## src/rtl/vram_if.sv

```systemverilog
// Requester, store and frame-RAM signals shared between the VGA fetcher, vector memory stage and vram_arbiter.
// master = requesters plus RAM model side, slave = arbiter side.
interface vram_if #(
  parameter int ADDR_W = 17,
  parameter int DATA_W = 32
);
  logic              vga_req;
  logic [ADDR_W-1:0] vga_addr;
  logic              vga_gnt;
  logic [DATA_W-1:0] vga_rdata;
  logic              vga_rvalid;

  logic              ld_req;
  logic [ADDR_W-1:0] ld_addr;
  logic              ld_gnt;
  logic [DATA_W-1:0] ld_rdata;
  logic              ld_rvalid;

  logic                st_req;
  logic [ADDR_W-1:0]   st_addr;
  logic [DATA_W-1:0]   st_wdata;
  logic [DATA_W/8-1:0] st_be;
  logic                st_gnt;

  logic [ADDR_W-1:0]   mem_addr;
  logic                mem_we;
  logic [DATA_W/8-1:0] mem_be;
  logic [DATA_W-1:0]   mem_wdata;
  logic [DATA_W-1:0]   mem_rdata;

  modport master (
    output vga_req, vga_addr, ld_req, ld_addr, st_req, st_addr, st_wdata, st_be, mem_rdata,
    input  vga_gnt, vga_rdata, vga_rvalid, ld_gnt, ld_rdata, ld_rvalid, st_gnt,
           mem_addr, mem_we, mem_be, mem_wdata
  );

  modport slave (
    input  vga_req, vga_addr, ld_req, ld_addr, st_req, st_addr, st_wdata, st_be, mem_rdata,
    output vga_gnt, vga_rdata, vga_rvalid, ld_gnt, ld_rdata, ld_rvalid, st_gnt,
           mem_addr, mem_we, mem_be, mem_wdata
  );
endinterface

```

## src/rtl/vram_arbiter.sv

```systemverilog
// Shares the single-port frame RAM: VGA has priority, a starvation counter forces a processor slot,
// load/store alternate round-robin. Grants are combinational; RAM access at N+1, rvalid at N+2.
module vram_arbiter #(
  parameter int ADDR_W     = 17,
  parameter int DATA_W     = 32,
  parameter int STARVE_MAX = 8
) (
  input logic  clk,
  input logic  rst,
  vram_if.slave bus
);
  localparam int BE_W = DATA_W / 8;
  localparam logic [7:0] STARVE_LIM = 8'(STARVE_MAX);

  typedef enum logic { RR_LD = 1'b0, RR_ST = 1'b1 } rr_t;
  typedef enum logic [1:0] { TAG_NONE = 2'd0, TAG_VGA = 2'd1, TAG_LD = 2'd2 } tag_t;

  rr_t               rr_last;
  tag_t              tag_q1;
  tag_t              tag_q2;
  logic [7:0]        starve_cnt;
  logic [ADDR_W-1:0] mem_addr_q;
  logic              mem_we_q;
  logic [BE_W-1:0]   mem_be_q;
  logic [DATA_W-1:0] mem_wdata_q;

  logic proc_req;
  logic forced;
  logic pick_ld;
  logic vga_gnt_c;
  logic ld_gnt_c;
  logic st_gnt_c;

  assign proc_req = bus.ld_req | bus.st_req;
  assign forced   = (starve_cnt == STARVE_LIM) && proc_req;
  // Load wins when alone or when store was the last processor grant.
  assign pick_ld  = bus.ld_req && (!bus.st_req || rr_last == RR_ST);

  always_comb begin
    vga_gnt_c = 1'b0;
    ld_gnt_c  = 1'b0;
    st_gnt_c  = 1'b0;
    if (!rst) begin
      if (!forced && bus.vga_req) begin
        vga_gnt_c = 1'b1;
      end else begin
        ld_gnt_c = pick_ld;
        st_gnt_c = bus.st_req && !pick_ld;
      end
    end
  end

  always_ff @(posedge clk) begin
    if (rst) begin
      rr_last     <= RR_ST;
      starve_cnt  <= 8'd0;
      tag_q1      <= TAG_NONE;
      tag_q2      <= TAG_NONE;
      mem_addr_q  <= '0;
      mem_we_q    <= 1'b0;
      mem_be_q    <= '0;
      mem_wdata_q <= '0;
    end else begin
      if (ld_gnt_c) begin
        rr_last <= RR_LD;
      end else if (st_gnt_c) begin
        rr_last <= RR_ST;
      end

      if (ld_gnt_c || st_gnt_c) begin
        starve_cnt <= 8'd0;
      end else if (vga_gnt_c && proc_req && starve_cnt != STARVE_LIM) begin
        starve_cnt <= starve_cnt + 8'd1;
      end

      tag_q2 <= tag_q1;
      tag_q1 <= vga_gnt_c ? TAG_VGA : (ld_gnt_c ? TAG_LD : TAG_NONE);

      mem_we_q <= st_gnt_c;
      mem_be_q <= st_gnt_c ? bus.st_be : '0;
      if (vga_gnt_c) begin
        mem_addr_q <= bus.vga_addr;
      end else if (ld_gnt_c) begin
        mem_addr_q <= bus.ld_addr;
      end else if (st_gnt_c) begin
        mem_addr_q  <= bus.st_addr;
        mem_wdata_q <= bus.st_wdata;
      end
    end
  end

  assign bus.vga_gnt    = vga_gnt_c;
  assign bus.ld_gnt     = ld_gnt_c;
  assign bus.st_gnt     = st_gnt_c;
  assign bus.mem_addr   = mem_addr_q;
  assign bus.mem_we     = mem_we_q;
  assign bus.mem_be     = mem_be_q;
  assign bus.mem_wdata  = mem_wdata_q;
  assign bus.vga_rvalid = (tag_q2 == TAG_VGA);
  assign bus.ld_rvalid  = (tag_q2 == TAG_LD);
  assign bus.vga_rdata  = bus.mem_rdata;
  assign bus.ld_rdata   = bus.mem_rdata;
endmodule

```

## src/flat_wrapper.sv

```systemverilog
// flat-port wrapper written by rule: the top's interface ports become plain ports
module vram_arbiter_flat 
#(
  parameter int ADDR_W     = 17,
  parameter int DATA_W     = 32,
  parameter int STARVE_MAX = 8
)
  (clk, rst, bus_vga_req, bus_vga_addr, bus_ld_req, bus_ld_addr, bus_st_req, bus_st_addr, bus_st_wdata, bus_st_be, bus_mem_rdata, bus_vga_gnt, bus_vga_rdata, bus_vga_rvalid, bus_ld_gnt, bus_ld_rdata, bus_ld_rvalid, bus_st_gnt, bus_mem_addr, bus_mem_we, bus_mem_be, bus_mem_wdata);
  vram_if #(.ADDR_W(ADDR_W), .DATA_W(DATA_W)) bus_i ();
  input logic clk;
  input logic rst;
  input wire logic [$bits(bus_i.vga_req)-1:0] bus_vga_req;
  input wire logic [$bits(bus_i.vga_addr)-1:0] bus_vga_addr;
  input wire logic [$bits(bus_i.ld_req)-1:0] bus_ld_req;
  input wire logic [$bits(bus_i.ld_addr)-1:0] bus_ld_addr;
  input wire logic [$bits(bus_i.st_req)-1:0] bus_st_req;
  input wire logic [$bits(bus_i.st_addr)-1:0] bus_st_addr;
  input wire logic [$bits(bus_i.st_wdata)-1:0] bus_st_wdata;
  input wire logic [$bits(bus_i.st_be)-1:0] bus_st_be;
  input wire logic [$bits(bus_i.mem_rdata)-1:0] bus_mem_rdata;
  output wire logic [$bits(bus_i.vga_gnt)-1:0] bus_vga_gnt;
  output wire logic [$bits(bus_i.vga_rdata)-1:0] bus_vga_rdata;
  output wire logic [$bits(bus_i.vga_rvalid)-1:0] bus_vga_rvalid;
  output wire logic [$bits(bus_i.ld_gnt)-1:0] bus_ld_gnt;
  output wire logic [$bits(bus_i.ld_rdata)-1:0] bus_ld_rdata;
  output wire logic [$bits(bus_i.ld_rvalid)-1:0] bus_ld_rvalid;
  output wire logic [$bits(bus_i.st_gnt)-1:0] bus_st_gnt;
  output wire logic [$bits(bus_i.mem_addr)-1:0] bus_mem_addr;
  output wire logic [$bits(bus_i.mem_we)-1:0] bus_mem_we;
  output wire logic [$bits(bus_i.mem_be)-1:0] bus_mem_be;
  output wire logic [$bits(bus_i.mem_wdata)-1:0] bus_mem_wdata;
  assign bus_i.vga_req = bus_vga_req;
  assign bus_i.vga_addr = bus_vga_addr;
  assign bus_i.ld_req = bus_ld_req;
  assign bus_i.ld_addr = bus_ld_addr;
  assign bus_i.st_req = bus_st_req;
  assign bus_i.st_addr = bus_st_addr;
  assign bus_i.st_wdata = bus_st_wdata;
  assign bus_i.st_be = bus_st_be;
  assign bus_i.mem_rdata = bus_mem_rdata;
  assign bus_vga_gnt = bus_i.vga_gnt;
  assign bus_vga_rdata = bus_i.vga_rdata;
  assign bus_vga_rvalid = bus_i.vga_rvalid;
  assign bus_ld_gnt = bus_i.ld_gnt;
  assign bus_ld_rdata = bus_i.ld_rdata;
  assign bus_ld_rvalid = bus_i.ld_rvalid;
  assign bus_st_gnt = bus_i.st_gnt;
  assign bus_mem_addr = bus_i.mem_addr;
  assign bus_mem_we = bus_i.mem_we;
  assign bus_mem_be = bus_i.mem_be;
  assign bus_mem_wdata = bus_i.mem_wdata;
  vram_arbiter #(.ADDR_W(ADDR_W), .DATA_W(DATA_W), .STARVE_MAX(STARVE_MAX)) u_core (.clk(clk), .rst(rst), .bus(bus_i));
endmodule
```

## config.mk

```make
export PLATFORM = sky130hd
export DESIGN_NAME = vram_arbiter_flat
export DESIGN_NICKNAME = d
export VERILOG_FILES = /design/src/rtl/vram_if.sv /design/src/rtl/vram_arbiter.sv /design/src/flat_wrapper.sv
export SDC_FILE = /design/constraint.sdc
export NUM_CORES = 1
export LEC_CHECK = 0
export ABC_AREA = 0
export CORE_UTILIZATION = 30
export CTS_CLUSTER_SIZE = 24
export DETAILED_ROUTE_END_ITERATION = 8
export DONT_BUFFER_PORTS = 1
export PLACE_DENSITY_LB_ADDON = 0.15
export SLEW_MARGIN = 10
export SYNTH_ARGS = -nofsm -noshare
export SYNTH_HDL_FRONTEND = slang
export SYNTH_SLANG_ARGS = --single-unit
```

## constraint.sdc

```tcl
create_clock -name clk -period 2.3 [get_ports clk]
set_input_delay 0.345 -clock clk [delete_from_list [all_inputs] [get_ports clk]]
set_output_delay 0.345 -clock clk [all_outputs]
set_load 0.02 [all_outputs]
```

# Word-level counts from Yosys, hierarchy flattened

Cells that the tools add are included.

Output and inout bits: 123
Logic and storage cells: 48
Flip-flop bits (word level): 67

Reduce and logical (&&, ||, !) cells: 17
Bitwise operators: 4
Equality and inequality tests: 4
$add $sub $neg: 1
Multiplexer cells: 13

Operators with widths:

| operator                                             | number |
|---|---|
| two-way mux 17 bit                                   | 3 |
| two-way mux 1 bit                                    | 9 |
| adder 8 x 1 -> 8 bit (second input constant)         | 1 |
| equality test 8 x 4 -> 1 bit (second input constant) | 1 |
| != test 8 x 4 -> 1 bit (second input constant)       | 1 |
| logical AND 1 bit                                    | 6 |
| OR reduction 2 bit                                   | 3 |
| zero test 1 bit                                      | 3 |
| NOT 1 bit                                            | 3 |
| AND reduction 3 bit                                  | 1 |
| nonzero test 3 bit                                   | 1 |
| equality test 2 x 1 -> 1 bit (second input constant) | 1 |
| equality test 2 bit (second input constant)          | 1 |
| logical OR 1 bit                                     | 2 |
| two-way mux 2 bit                                    | 1 |
| nonzero test 2 bit                                   | 1 |
| bitwise OR 1 bit                                     | 1 |

# Depth between registers and ports, before layout

Depth in word-level cells: 10
Depth in mapped cells: 9
Gate-level depth less buffers: 6

# Worst setup path before layout

Ideal clock, no wire load.

Path kind: register -> output
Start: register u_core.starve_cnt[0]
End: output bus_st_gnt
Arrival: 1746 ps
Path buffers: 1
Slack: 209 ps
Stages on the path, launching flop included: 7
Data required time: 1955 ps
Cells stage by stage: dfxtp_1 -> inv_1 -> ha_1 -> or4b_4 -> o21a_1 -> buf_6 -> nor2_1

Longest elaborated chain between the ends: 6

Ends and longest elaborated chain:

| item                         | line               | RTL |
|---|---|---|
| start: declaration           | vram_arbiter.sv:21 | `logic [7:0] starve_cnt;` |
| start signal: assignment     | vram_arbiter.sv:73 | `starve_cnt <= starve_cnt + 8'd1;` |
| equality test 8 x 4 -> 1 bit | vram_arbiter.sv:35 | `assign forced = (starve_cnt == STARVE_LIM) && proc_req;` |
| logical AND 1 bit            | vram_arbiter.sv:35 |  |
| zero test 1 bit              | vram_arbiter.sv:44 | `if (!forced && bus.vga_req) begin` |
| logical AND 1 bit            | vram_arbiter.sv:44 |  |
| two-way mux 1 bit            | vram_arbiter.sv:44 |  |
| two-way mux 1 bit            | vram_arbiter.sv:43 | `if (!rst) begin` |
| end: declaration             | flat_wrapper.sv:27 | `output wire logic [$bits(bus_i.st_gnt)-1:0] bus_st_gnt;` |

Every way passes these cells.

# Worst setup path after layout

Ends and elaborated chain as after synthesis.

==> results.yml <==
logic_synthesis:
  synthDistinctLibCells: 42
  async_flop_share_pct: 0
  synth_common_cells: "dfxtp_1, buf_4, nand3_1"
  synth_edf_count: 0
  yosys_register_bits: 67
  yosysMostFrequentCell: "dfxtp_1"
  netlist_area_mm2: 0.00340
  synthTopCellsByArea: "dfxtp_1, buf_4, nand3_1, a21oi_1, o21ai_0"
  syn-num-nets: 529
  netlist_instances: 403
  netlist.area_leader.share_pct: 39.4
  yosys.area.top_type: "dfxtp_1"
  seq_area_frac_synth_pct: 39.4
  yosys_warnings: 0
  syn_avg_cell_area_um2: 8.45
  synthFlopType: "dfxtp_1"
pwr:
  seqPwrFrac_pct: 41.0
  power_switching_mw: 0.728
  irDropWorstVdd_v: 0.000420
  p_clk_share_pct: 51.9
  p_leak_nw: 1.17
  intPower_mw: 2.45
  p_sw_share_pct: 22.9
  pwr-share-comb_pct: 7.1
  p_per_area_mw_per_mm2: 908
setup_path:
  worst-path-stages: 6
  startpoint: "u_core.starve_cnt[0]"
  worstPathMaxFanout: 4
  cp_slowest_stage_delay_ns: 0.51
  worstSetupStartpointType: "register"
  worstPathCellList: "inv_1 -> ha_1 -> or4b_4 -> o21a_4 -> nor2_4 -> buf_6"
  reg2reg_depth: 8
  r2r_end: "u_core.bus.mem_addr[10]"
  cp-endpoint: "bus_st_gnt"
  required_ns: 1.96
  reg2reg_from: "u_core.starve_cnt[0]"
  crit_buf_inv: 2
  critical-path-slowest-cell: "or4b_4"
  cp_top_family: "simple AND/OR/NAND/NOR gates"
  worstSetupEndpointType: "primary output"
  critPathArrivalTime_ns: 1.86
  crit_type: "register to primary output"
  reg2reg_setup_slack_ns: 0.14
route:
  vias_per_cell: 5.29
  wl_per_cell_um: 19.1
  routed_wl_um: 9220
  dr.pass1.iters: 4
  vias: 2552
  drc: 0
  drtIter0Drc: 102
  ant_nets: 0
die:
  io_pins: 247
  rows: 38
  die_area_mm2: 0.0118
  fp.coreArea_mm2: 0.0109
  die_x_um: 109
  start_util_pct: 31.1
  die_h_um: 109
sta:
  slew_violations: 0
  setup_viol: 0
  fin_crit_sh_pct: 95.9
  min_period_ns: 2.21
  skew_ns: 0.00430
  hold_viol: 0
  rsz0062_at_grt: "no"
  tns_ns: 0
  slew-limit-headroom_pct: 59.5
  max_freq_mhz: 453
  tightest_slew_ns: 0.606
  whs_ns: 0.0855
grt:
  grt_max_degree: 64
  first_global_vias: 2530
  use_met2_pct: 25.3
  overflow: 0
  globalRouteMet1Util_pct: 17.3
  antenna_found_initial: 0
  grt_pass1_wl_um: 13800
  busiest_layer: "met2"
  gr-usage-met3_pct: 8.74
  grt_use_total_pct: 15.7
layout:
  nNetsFinal: 463
  area_growth_pct: 2.79
  drive_gt1_share_pct: 15.5
  antennaDiodeCount: 0
clocking:
  htreeDepth: 3
  tritoncts: "built"
  root_buffer: "clkbuf_16"
  clk_pin_slew_ns: 0.06
  clockBufferDepth: 2
  clk_latency_ns: 0.33
  cts_sinks: 67
  cts_buffers: 9
status:
  status: "finished clean"
placed_design:
  hpwl_um: 6360
  port_buffers: 0
  gp_congestion: 0.732
flow_run:
  cap_violations: 0
min_path:
  min_path_type: "primary input to register"
## flip-flops by register name, summed over array words and instances, names as in the netlist
signal and flops:
u_core.bus.mem_wdata 32, u_core.bus.mem_addr 17, u_core.starve_cnt 8, u_core.bus.mem_be 4, u_core.tag_q1 2, u_core.tag_q2 2
u_core.bus.mem_we 1, u_core.rr_last 1
## per-stage QoR
| step | cells | cell area, um^2 | utilization, % | worst slack, ns | power, mW |
|---|---|---|---|---|---|
| 4_1_cts | 481 | 3480 | 31.8 | 0.00815 | 3.24 |
| 2_1_floorplan | 403 | 3400 | - | 0.209 | 1.66 |
| 3_3_place_gp | 463 | 3100 | 28.3 | 0.227 | 1.55 |
| 3_5_place_dp | 463 | 3100 | 28.3 | 0.145 | 1.55 |
| 6_report | 482 | 3500 | 32.0 | 0.0941 | 3.18 |
| 5_1_grt | 482 | 3500 | 32.0 | 0.00105 | 3.31 |
## cell families (layout without fill, tap and decap cells)
kind of cell,Yosys count,after routing,share of synthesized area [%]
flip-flops,67,67,39.4
AO/OA/AOI/OAI,109,109,21.4
AND/OR/NAND/NOR,118,118,17.6
buffers and inverters,102,41,19.6
XOR/XNOR,5,5,1.29
adder cells (fa/ha/maj),2,2,0.735
## cell usage in the layout (no fill, tap or decap), types with 2 or more instances in the layout
master / n
o21ai_0: 32
nor2b_1: 4
nor4_1: 5
dfxtp_1: 66
nand2_1: 6
xnor2_1: 5
a211oi_1: 6
o211ai_1: 10
inv_1: 6
nand3_1: 62
a211o_1: 2
and3_1: 5
buf_4: 16
bufinv_16: 3
buf_12: 2
clkbuf_16: 9
clkbuf_8: 3
a22oi_1: 10
nor2_1: 23
a2111oi_2: 7
a21oi_1: 34
ha_1: 2
## worst min path at each step
stage / startpoint / end / slack, ns / cells past startpoint
2_1_floorplan: u_core.tag_q1[0] / u_core.tag_q2[0] / 0.41 / 1
3_3_place_gp: u_core.tag_q1[0] / u_core.tag_q2[0] / 0.42 / 1
3_5_place_dp: u_core.tag_q1[1] / u_core.tag_q2[1] / 0.42 / 1
4_1_cts: rst / u_core.bus.mem_wdata[1] / 0.06 / 1
5_1_grt: rst / u_core.bus.mem_wdata[2] / 0.06 / 1
6_report: rst / u_core.bus.mem_wdata[7] / 0.09 / 1
## repair_timing
item / CTS / global route
gates resized for setup: 1 / 4
hold buffers: 0 / 0
setup endpoints to repair: 3 / 3
buffers inserted: 2 / 1
pin swaps: 2 / 1
## worst register-to-register path: stages (launching register included)
cell and delay, ns:
dfxtp_2 0.33, inv_1 0.07, ha_1 0.14, or4b_4 0.51, o21a_4 0.25, buf_4 0.13, buf_4 0.20, a211oi_1 0.28
a2111oi_2 0.12
## layout make-up
cell class	instances	area, um^2
clock buffer	12	267
clock inverter	4	95.1
fill	1174	7440
inverter	6	22.5
multi-input combinational	234	1430
sequential	67	1340
tap	140	175
timing repair buffer	19	171
## layer usage
metal | share of wire, % | vias up
met2 | 47 | 132
met4 | 1.1 | 0
met1 | 39 | 1182
met5 | 0 | -
li1 | - | 1228
met3 | 13 | 10
## power by group through the flow
| stage | Clock, mW | Combinational (mW) | Sequential (mW) |
|---|---|---|---|
| detailed placement | 0 | 0.222 | 1.33 |
| global route | 1.75 | 0.254 | 1.31 |
| CTS | 1.71 | 0.228 | 1.30 |
| global placement | 0 | 0.220 | 1.33 |
| floorplan | 0 | 0.346 | 1.32 |
| finish | 1.65 | 0.227 | 1.30 |
No activity file was read; power rests on OpenSTA's default activity.
==> RTL change 1, RTL diff (same settings) <==
`ADDR_W` is set to 17 in 3 places; all go to 34.
--- a/src/rtl/vram_if.sv
+++ b/src/rtl/vram_if.sv
@@ -3,3 +3,3 @@
 interface vram_if #(
-  parameter int ADDR_W = 17,
+  parameter int ADDR_W = 34,
   parameter int DATA_W = 32
--- a/src/rtl/vram_arbiter.sv
+++ b/src/rtl/vram_arbiter.sv
@@ -3,3 +3,3 @@
 module vram_arbiter #(
-  parameter int ADDR_W     = 17,
+  parameter int ADDR_W     = 34,
   parameter int DATA_W     = 32,
--- a/src/flat_wrapper.sv
+++ b/src/flat_wrapper.sv
@@ -3,3 +3,3 @@
 #(
-  parameter int ADDR_W     = 17,
+  parameter int ADDR_W     = 34,
   parameter int DATA_W     = 32,
Ports: changed (resized bus_ld_addr, bus_mem_addr, bus_st_addr and bus_vga_addr); port bits go from 247 to 315. No check against the original RTL was run, so the function may have changed too.
==> RTL change 1 against the unedited design <==
- total power is 15% higher
- critical path depth unchanged
- synthesized area is 26% higher
- global-route usage is 0.14 points lower
- setup slack worse by 11 ps
- clock skew rose by 3.1 ps
- first-iteration DRC count is 16% higher
- synthesized cell count rose by 21%
- cell area up 27%
- sequential cell count increased by 17
- die area is 26% higher
- cell count is 24% higher
- wire length increased by 30%
- largest cell class unchanged
- largest power group unchanged
- highest routed layer unchanged
==> RTL change 1: results (changes against the unedited design) <==
[run_status]
status = finished clean

[global_route]
grt_util_all_layers_pct = 15.61  ; -0.14 points
grt_antenna_before_repair = 0  ; unchanged
largest_net_degree_at_the_start_of_global_routing = 80  ; +25%
first_pass_grt_wire_length_um = 17120  ; +24%
first_global_vias = 3033  ; +20%

[logic_synthesis]
ys_types = 37  ; -12%
ys_async_sr_fraction_pct = 0  ; unchanged
synth.top_cells.by_count = dfxtp_1, nor2_1, buf_4
ys_top_cells_by_area = dfxtp_1, buf_4, a2111oi_2
synth_nets = 664  ; +26%
yosys_warnings = 0  ; unchanged
ys_seq_area_share_pct = 39.20  ; -0.20 points
ys.flop_type = dfxtp_1

[sta]
slew_headroom_pct = 68.10  ; +8.6 points
clock_skew_ps = 7.401  ; +3.105 ps
report.final.slew_viol_count = 0  ; unchanged

[min_path]
min_path_type = in2reg
hold_depth = 1  ; unchanged

[clocking]
worstSkewPairLatency_ps = 340
cts_htree_levels = 3  ; unchanged
cts-root-buf = clkbuf_16
cts_made_buffers = 9  ; unchanged
max-clock-path-buffers = 2  ; unchanged
clk_transition_reported_paths_ps = 60  ; about the same

[finish]
fillCellCount = 1453  ; +24%
layout.nets = 591  ; +28%
max_ffs_per_register = 34  ; +6.3%
antenna-diode-count = 0  ; unchanged
layout-drive-gt1-share_pct = 18.66  ; +3.2 points

[critical_path]
largest_fanout_of_any_net_on_the_critical_path = 4  ; unchanged
ff2ff_path_depth = 7  ; -1

[place]
place_congestion = 0.7779  ; +6.2%
detailed_placement_hpwl_um = 8029  ; +26%
port_buffers = 0  ; unchanged

[drt]
drt_pre_antenna_iters = 4  ; unchanged
drt-wirelength-per-cell_um = 20.00  ; +4.6%
drt_first_iter_violations = 118  ; +16%
routed-via-count = 3207  ; +26%

[pwr]
vdd.ir_drop.worst_v = 0.0003209  ; -24%
leakagePower_nw = 1.691  ; +44%

## RTL change 1: cell types whose count changed after synthesis, moves of 6 or more
cell / delta
mux2i_1: +24
inv_1: +9
dfxtp_1: +17
a2111oi_2: +13
a311oi_1: +10
a211oi_1: -6
nand3_1: -29
clkbuf_1: +7
o221a_2: +10
a22oi_1: -10
o211ai_1: -9
nor2_1: +45
## RTL change 1: worst paths after layout
| path | start | end | slack, ps |
|---|---|---|---|
| max | u_core.starve_cnt[1]$_SDFFE_PP0P_ | bus_st_gnt | 80 |
| min | rst | u_core.starve_cnt[0]$_SDFFE_PP0P_ | 90 |
| max reg2reg | u_core.starve_cnt[1]$_SDFFE_PP0P_ | u_core.bus.mem_addr[31]$_SDFFE_PP0P_ | 200 |
| min reg2reg | u_core.tag_q1[0]$_SDFF_PP0_ | u_core.tag_q2[0]$_SDFF_PP0_ | 450 |
## RTL change 1: logic make-up (layout without fill, tap and decap cells)
family	after synthesis	after routing	synth area share [%]
flops	84	84	39.20
buf+inv	118	49	16.68
xor+xnor	5	5	1.021
simple gates	136	136	15.16
compound gates	118	118	21.76
fa+ha+maj	2	2	0.5832
mux	24	24	5.599
## RTL change 1: critical path, cell delays in order, from the launching register on
cell     delay (ps)
dfxtp_2         340
inv_2            70
ha_4            110
or4b_4          510
o21a_4          250
nor2_4          120
buf_6           130
## RTL change 1: final cells by class
class,instances,share of cell area (%)
Multi-Input combinational cell,285,43.74
Sequential cell,84,38.01
Clock buffer,11,5.471
Tap cell,180,5.076
Timing Repair Buffer,19,4.230
Clock inverter,4,2.200
Inverter,15,1.269
## RTL change 1: layer usage
layer | vias up | track usage (%) | routed length (um)
met3 | 24 | 5.805 | 1229
met5 | - | 0 | 0
met1 | 1500 | 17.92 | 4711
met2 | 173 | 25.53 | 5771
met4 | 0 | 7.562 | 248
li1 | 1510 | - | -
## RTL change 1: timing repair
action                                 CTS  global route
endpoints found under the hold margin    0             0
setup buffers                            0             3
gates resized for setup                  7             9
setup endpoints to repair                2             2
hold buffers                             0             0
pin swaps                                1             3
## RTL change 1: report_power, final
part           total, mW  internal [mW]  switching [mW]
Combinational      0.310          0.137           0.174
Clock               1.68           1.09           0.596
Sequential          1.66           1.53           0.130
Total               3.65           2.75           0.900
## RTL change 1: through the flow
step / cell area, um^2 / setup slack [ps] / cells / setup TNS [ps]
global placement: 4026 / 226.2 / 580 / 0
CTS: 4393 / 14.42 / 595 / 0
floorplan: 4290 / 266.3 / 487 / 0
detailed placement: 4026 / 159.0 / 580 / 0
finish: 4437 / 82.81 / 598 / 0
global route: 4437 / -11.22 / 598 / -11.22
==> RTL change 2, RTL diff (same flow settings) <==
Without the edit above. The 3 values of `tag_t` get a one-hot encoding in 3 bits.
--- a/src/rtl/vram_arbiter.sv
+++ b/src/rtl/vram_arbiter.sv
@@ -15,3 +15,3 @@
   typedef enum logic { RR_LD = 1'b0, RR_ST = 1'b1 } rr_t;
-  typedef enum logic [1:0] { TAG_NONE = 2'd0, TAG_VGA = 2'd1, TAG_LD = 2'd2 } tag_t;
+  typedef enum logic [2:0] { TAG_NONE = 3'b001, TAG_VGA = 3'b010, TAG_LD = 3'b100 } tag_t;
 
Function: same outputs for any inputs over 4 cycles, from zero or initial values and one cycle with rst high; so few cycles prove little.
==> RTL change 2 against the unedited design <==
- wire length is 18% lower
- critical endpoint is now bus_vga_gnt
- worst hold slack got worse by 7.4 ps
- sequential cell count grew 2
- critical path type unchanged
- synthesized area increased by 2.8%
- setup slack better by 72 ps
- utilization shrank 1.2 points
- count of clock-buffer cells in the layout rose by 1
- largest cell class unchanged
- non-clock buffer count is 11 lower
- global-route usage fell by 3.2 points
- total power shrank 3.0%
- cell area hardly changed
==> RTL change 2: results (changes against the unedited design) <==
[run_status]
status = finished clean

[finish]
sequential_cell_area_mm2 = 0.001381  ; +2.9%
clkCellAreaFrac_pct = 9.360  ; -0.97 points
fillCellCount = 1177  ; +0.26%
area_share_nonclk_buffers_pct = 2.072  ; -2.8 points
layout-drive-gt1-share_pct = 22.97  ; +7.5 points
layoutNonFillerInstCount = 426  ; -12%

[pwr]
leakagePower_nw = 1.505  ; +28%
seq_power_mw = 1.36  ; +5%
pwr-share-comb_pct = 6.5  ; -0.6 points
p_switching_uw = 710.0  ; -2.5%

[sta]
clock_skew_ps = 5.439  ; +1.143 ps
worst_max_slew_pin_slew_ps = 689.8  ; +83.78 ps
hold_slack_ps = 78.11  ; -7.439 ps
post-route-period-util_pct = 92.78  ; -3.1 points

[global_route]
grt_util_all_layers_pct = 12.59  ; -3.2 points
first_pass_grt_wire_length_um = 11120  ; -19%

[drt]
drt_first_iter_violations = 80  ; -22%
drt-wirelength-per-cell_um = 17.76  ; -7.2%

[logic_synthesis]
ys_types = 36  ; -14%
ys_top_cells_by_area = dfxtp_1, buf_4, mux2_4

[floorplan]
die_w_um = 110.0  ; +1.4%

[min_path]
timing.hold.worst_endpoint = u_core.starve_cnt[0]$_SDFFE_PP0P_

[critical_path]
cp_slowest_stage_delay_ps = 390  ; -120 ps
ff2ff_path_depth = 6  ; -2

## RTL change 2: repair_timing
action,CTS,global route
endpoints found under the setup margin,0,2
hold endpoints to repair,0,0
setup buffers,0,0
resized for setup,0,2
## RTL change 2: logic make-up after synthesis
kind of cell	synth area share [%]
muxes	17.77
DFF	39.47
AOI/OAI and AO/OA	8.831
and+or+nand+nor	14.66
xor gates and xnor gates	1.251
adders and majority gates	0.7149
buffers and inverters	17.30
## RTL change 2: per-layer routing
layer  wire length (um)  global-route usage [%]  part of all wire (%)  vias up
met5                  0                       0                     0        -
met1               3148                   15.06                    42      974
li1                   -                       -                     -      989
met3                648                   5.232                   8.6       20
met2               3576                   18.48                    47       75
met4                191                   8.095                   2.5        0
## RTL change 2: critical path: cells and delay by family (launching register included)
kind / cells / cell delay (ps)
and+or+nand+nor: 2 / 530
DFF: 1 / 380
AOI/OAI and AO/OA: 1 / 280
adders and majority gates: 1 / 200
buffers and inverters: 1 / 80
